<file path="src/rtl/irq_pkg.sv">
// Shared widths, state encoding and vector type for the interrupt pending/arbiter slice.
package irq_pkg;
    localparam int IRQ_N = 8;
    localparam int VEC_W = 3;

    typedef enum logic {IDLE, OFFER} irq_state_t;
    typedef logic [IRQ_N-1:0] irq_vec_t;
endpackage

</file>
<file path="src/rtl/irq_sync.sv">
// Multi-flop synchroniser for a bus of independent asynchronous lines; every stage resets to 0.
module irq_sync #(
    parameter int STAGES = 2,
    parameter int WIDTH  = 8
) (
    input  logic             clk,
    input  logic             rst_n,
    input  logic [WIDTH-1:0] d,
    output logic [WIDTH-1:0] q
);

    logic [WIDTH-1:0] stage_reg [STAGES];

    generate
        for (genvar gi = 0; gi < STAGES; gi++) begin : g_stage
            if (gi == 0) begin : g_first
                always_ff @(posedge clk or negedge rst_n) begin
                    if (!rst_n) stage_reg[gi] <= '0;
                    else        stage_reg[gi] <= d;
                end
            end else begin : g_rest
                always_ff @(posedge clk or negedge rst_n) begin
                    if (!rst_n) stage_reg[gi] <= '0;
                    else        stage_reg[gi] <= stage_reg[gi-1];
                end
            end
        end
    endgenerate

    assign q = stage_reg[STAGES-1];

endmodule

</file>
<file path="src/rtl/priority_encoder.sv">
// 8-bit combinational priority encoder: highest set bit of a wins; none flags an all-zero input.
module priority_encoder
    import irq_pkg::*;
(
    input  logic [IRQ_N-1:0] a,
    output logic [VEC_W-1:0] y,
    output logic             none
);

    // Ascending scan so the last (highest) set bit overwrites lower ones.
    always_comb begin
        y    = '0;
        none = 1'b1;
        for (int i = 0; i < IRQ_N; i++) begin
            if (a[i]) begin
                y    = i[VEC_W-1:0];
                none = 1'b0;
            end
        end
    end

endmodule

</file>
<file path="src/rtl/irq_pending_arbiter.sv">
// Captures synchronised interrupt rising edges into a pending register and offers the
// highest-priority enabled request on a valid/ready handshake, clearing it on acceptance.
module irq_pending_arbiter
    import irq_pkg::*;
#(
    parameter int SYNC_STAGES = 2
) (
    input  logic             clk,
    input  logic             rst_n,
    input  logic [IRQ_N-1:0] irq_i,
    input  logic [IRQ_N-1:0] mask_i,
    output logic [VEC_W-1:0] vec_o,
    output logic             vec_valid_o,
    input  logic             vec_ready_i,
    output logic [IRQ_N-1:0] pending_o,
    output logic             none_o
);

    irq_vec_t         sync_q;
    irq_vec_t         prev_reg;
    irq_vec_t         pending_reg;
    irq_vec_t         pending_next;
    irq_vec_t         rise;
    irq_vec_t         clr;
    irq_vec_t         eligible;
    logic [VEC_W-1:0] enc_y;
    logic             enc_none;
    logic [VEC_W-1:0] vec_reg;
    logic             valid_reg;
    irq_state_t       state_reg;

    irq_sync #(
        .STAGES (SYNC_STAGES),
        .WIDTH  (IRQ_N)
    ) u_sync (
        .clk   (clk),
        .rst_n (rst_n),
        .d     (irq_i),
        .q     (sync_q)
    );

    assign rise = sync_q & ~prev_reg;

    generate
        for (genvar gi = 0; gi < IRQ_N; gi++) begin : g_clr
            assign clr[gi] = valid_reg & vec_ready_i & (vec_reg == VEC_W'(gi));
        end
    endgenerate

    // Set dominates clear so an edge landing on the accept cycle survives.
    assign pending_next = rise | (pending_reg & ~clr);

    always_ff @(posedge clk or negedge rst_n) begin
        if (!rst_n) begin
            prev_reg    <= '0;
            pending_reg <= '0;
        end else begin
            prev_reg    <= sync_q;
            pending_reg <= pending_next;
        end
    end

    assign eligible = pending_reg & mask_i;

    priority_encoder u_enc (
        .a    (eligible),
        .y    (enc_y),
        .none (enc_none)
    );

    // An offer, once made, is held unchanged until accepted.
    always_ff @(posedge clk or negedge rst_n) begin
        if (!rst_n) begin
            state_reg <= IDLE;
            vec_reg   <= '0;
            valid_reg <= 1'b0;
        end else begin
            case (state_reg)
                IDLE: begin
                    if (!enc_none) begin
                        vec_reg   <= enc_y;
                        valid_reg <= 1'b1;
                        state_reg <= OFFER;
                    end else begin
                        valid_reg <= 1'b0;
                    end
                end
                OFFER: begin
                    if (vec_ready_i) begin
                        valid_reg <= 1'b0;
                        state_reg <= IDLE;
                    end
                end
                default: begin
                    valid_reg <= 1'b0;
                    state_reg <= IDLE;
                end
            endcase
        end
    end

    assign vec_o       = vec_reg;
    assign vec_valid_o = valid_reg;
    assign pending_o   = pending_reg;
    assign none_o      = enc_none;

endmodule

</file>
<file path="config.mk">
export PLATFORM = sky130hd
export DESIGN_NAME = irq_pending_arbiter
export DESIGN_NICKNAME = d
export VERILOG_FILES = /design/src/rtl/irq_pkg.sv /design/src/rtl/irq_sync.sv /design/src/rtl/priority_encoder.sv /design/src/rtl/irq_pending_arbiter.sv
export SDC_FILE = /design/constraint.sdc
export NUM_CORES = 1
export LEC_CHECK = 0
export CAP_MARGIN = 20
export CORE_MARGIN = 2
export CORE_UTILIZATION = 43
export CTS_CLUSTER_SIZE = 25
export DETAILED_ROUTE_END_ITERATION = 6
export GPL_TIMING_DRIVEN = 0
export PLACE_DENSITY = 0.74
export SKIP_CTS_REPAIR_TIMING = 1
export SLEW_MARGIN = 5
export SYNTH_ARGS = -nofsm -noshare
export SYNTH_HDL_FRONTEND = slang
export SYNTH_HIERARCHICAL = 1
export SYNTH_SLANG_ARGS = --single-unit
</file>
<file path="constraint.sdc">
create_clock -name clk -period 1.6 [get_ports clk]
set_clock_uncertainty 0.05 [all_clocks]
set_input_delay 0.4 -clock clk [delete_from_list [all_inputs] [get_ports clk]]
set_output_delay 0.4 -clock clk [all_outputs]
set_load 0.005 [all_outputs]
</file>
; ---- Yosys cells after proc, flatten, opt, wreduce, memory -nomap -nowiden
; Index checks and enable logic that the tools add are counted.
[word_totals]
latchBits = 0
mem_count = 0
ram_bits = 0
word_cells = 54
regBits = 37
out_inout_bits = 13
inputBits = 19
mem_bits_ro = 0
[op_classes]
n_eq_ne = 8
multipliers = 0
n_shift = 0
n_addsub = 0
bitwise = 17
reduce_logical = 2
div = 0
mux = 20
order_cmp = 0
[op_table]
columns = operator, n
row1 = $and 8x8->8, 3
row2 = $not 8->8, 2
row3 = $eq 3x3->1 const B, 4
row4 = $mux 1, 12
row5 = $mux 3, 4
row6 = $and 1x1->1, 9
row7 = $or 8x8->8, 1
row8 = $eq 3x2->1 const B, 2
row9 = $mux 2, 2
row10 = $pmux 1 s2, 2
row11 = $eq 3x1->1 const B, 1
row12 = $logic_not 3->1, 1
row13 = $ne 2x2->1 const B, 1
row14 = $not 1->1, 2
row15 = $reduce_and 2->1, 1

; ---- Logic depth before layout (Yosys ltp)
[depth]
depth_word = 11
mapped_depth = 6
mapped_depth_nobuf = 6

; ---- By module
; The synthesis kept the hierarchy.
[by_module_without_submodules]
columns = mod, area_each_um2, n_inst, cells_per_inst, seq_area_each_um2
row1 = irq_pending_arbiter, 779.5, 1, 65, 525.5
row2 = irq_sync, 460.4, 1, 24, 400.4
row3 = priority_encoder, 67.6, 1, 11, 0.0

; ---- Worst setup path before layout
; OpenSTA, ideal clock, no wires.
[synth_path]
path_kind = reg-to-reg
start = register pending_reg[6] (netlist: pending_o[6])
end = register vec_reg[0] (netlist: vec_o[0])
stages_incl_launch_ff = 7
path_slack_ns = -0.145
required_time_ns = 1.422
setup_time_ns = 0.128
n_path_buf = 0
t_arrival_ns = 1.568
period_less_slack_ns = 1.745
path_cell_list = dfrtp_1 and2_1 nor2_2 nand2_2 nor4b_2 nor2_2 mux2_1
[synth_between]
elab_chain_len = 5
elab_cells_between_ends = 7
classes_between = 4 x mux / 2 x bitwise / 1 x reduce/logical
[synth_lines]
columns = element, line_no
row1 = start: declaration, irq_pending_arbiter.sv:21  ; irq_vec_t pending_reg;
row2 = start signal: assignment, irq_pending_arbiter.sv:59  ; pending_reg <= pending_next;
row3 = $and 8x8->8, irq_pending_arbiter.sv:63  ; assign eligible = pending_reg & mask_i;
row4 = via eligible[6], irq_pending_arbiter.sv:25  ; irq_vec_t eligible;
row5 = $mux 1 (2 in series), priority_encoder.sv:15  ; if (a[i]) begin
row6 = via none_o, irq_pending_arbiter.sv:16  ; output logic none_o
row7 = $not 1->1 (no source line), n/a
row8 = $reduce_and 2->1 (no source line), n/a
row9 = end signal: assignment, irq_pending_arbiter.sv:81  ; vec_reg <= enc_y;
row10 = end: declaration, irq_pending_arbiter.sv:28  ; logic [VEC_W-1:0] vec_reg;
; The timed path passes the listed nets, and every way through them passes these cells.
; A chain may end at the register's enable or synchronous reset.

; ---- Final worst setup path
[layout_path]
start = input mask_i[2]
end = output none_o
[layout_between]
elab_chain_len = 7
[layout_lines]
columns = element, line_no
row1 = start: declaration, irq_pending_arbiter.sv:11  ; input logic [IRQ_N-1:0] mask_i,
row2 = $and 8x8->8, irq_pending_arbiter.sv:63
row3 = via eligible[2], irq_pending_arbiter.sv:25
row4 = $mux 1 (6 in series), priority_encoder.sv:15
row5 = end: declaration, irq_pending_arbiter.sv:16
; The timed path passes the listed nets, and every way through them passes these cells.

==> flow_summary_export.csv <==
group,metric,value,unit
run_status,status,"finished, violations left",
run_status,violations,"negative setup slack",
job,cap_violations,0,
grt,gr-total-overflow,0,
die,fp.dieArea,3500,sq um
timing,rsz0062_at_grt,"true",
grt,antenna_found_initial,0,
final_layout,nNetsFinal,173,
placed_design,portBuffers,31,
timing,setup_viol,4,
yosys,synth.distinct_cells,19,
critical_path,end_kind,"output pin",
yosys,synthesis.instances,100,
die,io_pins,32,
detailed_routing,antenna_left,0,
yosys,ys_seq_elements,37,
critical_path,r2r_start,"pending_o[7]",
critical_path,crit_arrival,1.69,ns
yosys,synth.cell_area,1310,sq um
critical_path,reg2reg_to,"vec_o[2]",
critical_path,cp_data_required_time,1.15,ns
timing,finalCritPeriodShare,1.34,
yosys,yosys.area_share.simple,0.0947,
detailed_routing,drc_errors,0,
grt,grt_pass1_vias,871,
clock_tree,cts_sinks,37,
critical_path,startpoint,"mask_i[2]",
yosys,synth_compound_area_frac,0.0890,
clock_tree,worstSkewPairLatency,0.33,ns
critical_path,cp-start-kind,"input pin",
clock_tree,numCtsBuffers,5,
critical_path,worst-path-buf-inv,2,
pwr,worst_ir_drop_vdd,559,uV
detailed_routing,via_per_inst,4.88,
critical_path,rrSetupSlack,-0.14,ns
critical_path,r2r_cells,6,
clock_tree,htree_num_levels,2,
final_layout,layout-area-overhead-vs-synth,47.0,%
pwr,power_density,1070,nW/um^2
timing,hold_viol,0,
die,die_w,59.1,microns
placed_design,place_ws,-0.914,ns
detailed_routing,drt-wirelength-per-cell,13.9,microns
timing,fin_ws,-0.542,ns
timing,final.min_clock_period,2.14,ns
final_layout,n_antenna_cell,0,
yosys,syn_nets,119,
yosys,yosysSeqAreaShare,0.708,
critical_path,cp-endpoint,"none_o",
clock_tree,root_buffer,"clkbuf_4",
die,coreArea,2980,sq um
yosys,synth_mux_area_frac,0.0335,
critical_path,critPathKind,"input pin to output pin",
critical_path,path_max_fanout,4,
final_layout,drive_above_1_share,0.310,
final_layout,final_cells,188,
timing,worst_pin_slew,0.792,ns
min_path,hp-class,"input pin to async pin",
grt,grt_max_degree,38,
die,die_h,59.1,microns
yosys,synth.area.top_cells,"dfrtp_1, o21ai_0, buf_4",
yosys,synthAdderAreaFrac,0,
yosys,ys_warn_count,6,
clock_tree,clk_path_buf_depth,2,
detailed_routing,vias,918,
clock_tree,clk_pin_slew,0.11,ns
yosys,post-synth-top-area-fraction,0.708,
critical_path,cp.depth,5,
yosys,syn_area_per_cell,13.1,sq um
yosys,synth_top_family_by_area,"simple AND/OR/NAND/NOR gates",
detailed_routing,firstDrtPassIters,4,
critical_path,crit_family,"simple AND/OR/NAND/NOR gates",
clock_tree,cts_tree,"done",
pwr,p_leak,0.912,nW
placed_design,dpl.hpwl,1590,microns
yosys,yosys.area.top_type,"dfrtp_1",
placed_design,place_congestion,0.887,
die,start_util,0.439,
critical_path,cp_slowest_cell,"clkdlybuf4s50_1",
grt,grt_usage,0.155,
timing,relSlewSlack,0.472,
grt,grt_first_pass_wirelength,3840,microns
placed_design,dp.cells,164,
detailed_routing,routed_wl,2610,microns
die,rows,20,
detailed_routing,drtIter0Drc,52,
timing,drv_slew,0,
timing,fmax,467,MHz
critical_path,worstPathCellList,"clkdlybuf4s50_1, and2_1, nor2_1, nor4b_4, buf_2",
critical_path,crit_path_max_incr_delay,0.41,ns
yosys,synth_xor_area_frac,0,
[worst min path at each step]
stage / from / endpoint / slack [ns] / cells after the start
floorplan: rst_n / pending_o[0] / 0.05 / 0
global placement: u_sync/stage_reg[10] / u_sync/q[2] / 0.28 / 0
detailed placement: u_sync/stage_reg[15] / u_sync/q[7] / 0.29 / 0
CTS: rst_n / prev_reg[6] / 0.11 / 1
global route: rst_n / prev_reg[6] / 0.14 / 1
finish: rst_n / pending_o[4] / 0.08 / 1
[area by class of cell]
cell class	count	area, sq um
plain buffers	8	60.1
clock buffers	7	65.1
clock inverters	1	5.00
fillers	241	1060
inverters	10	37.5
multi-input cells	45	327
flip-flops and latches	37	928
well taps	33	41.3
repair buffers	47	458
[synthesized netlist by cell type (all sizes together)]
library cell and instances:
nand3b 1, o31ai 4, mux2 3, nand2b 2, inv 10, nand3 1, nor4b 1, o22ai 1
mux2i 1, buf 8, nand2 3, o21ai 14, a21oi 2, nor2 4, dfrtp 37, and2 8
[kinds of logic after synthesis]
group | after synthesis
DFF | 37
muxes | 4
and+or+nand+nor | 20
buffers and inverters | 18
AOI/OAI and AO/OA | 21
[power by group]
part	total [W]	internal, W	leakage [nW]	switching [W]
Sequential	0.00106	0.00102	0.405	0.0000417
Combinational	0.000467	0.000281	0.466	0.000186
Clock	0.000540	0.000255	0.0413	0.000286
[metal layers]
layer  part of all wire  GRT usage  vias to the layer above  wire, microns
met5                  0          0                        -              0
met4              0.034     0.0747                        0             88
met3              0.075     0.0721                       10            197
met2               0.53      0.251                       43           1400
met1               0.36      0.171                      436            930
li1                   -          -                      429              -
[per-stage QoR]
stage	hold WS [ns]	power [W]	utilization	area, sq um	TNS, ns
final	0.0825	0.00206	0.645	1920	-1.07
after global routing	0.137	0.00219	0.645	1920	-1.07
after CTS	0.105	0.00200	0.591	1760	-2.80
after detailed placement	0.289	0.00144	0.567	1690	-2.95
after global placement	0.281	0.00143	0.569	1690	-26.29
after floorplan	0.0544	0.00125	-	1340	-0.0256
[placed cells by master, fill, tap and decap left out, types with 2 or more instances in the layout]
master,instances
a21oi_1,2
and2_1,4
and2_4,4
buf_2,2
buf_4,24
clkbuf_4,5
clkbuf_8,2
clkdlybuf4s50_1,14
dfrtp_1,35
dfrtp_2,2
dlymetal6s2s_1,15
inv_1,10
mux2_4,3
nand2_1,2
nand2b_1,2
nor2_4,2
o21ai_0,12
o21ai_1,2
o31ai_1,4
Note: power is estimated with default switching activity, not from simulation.
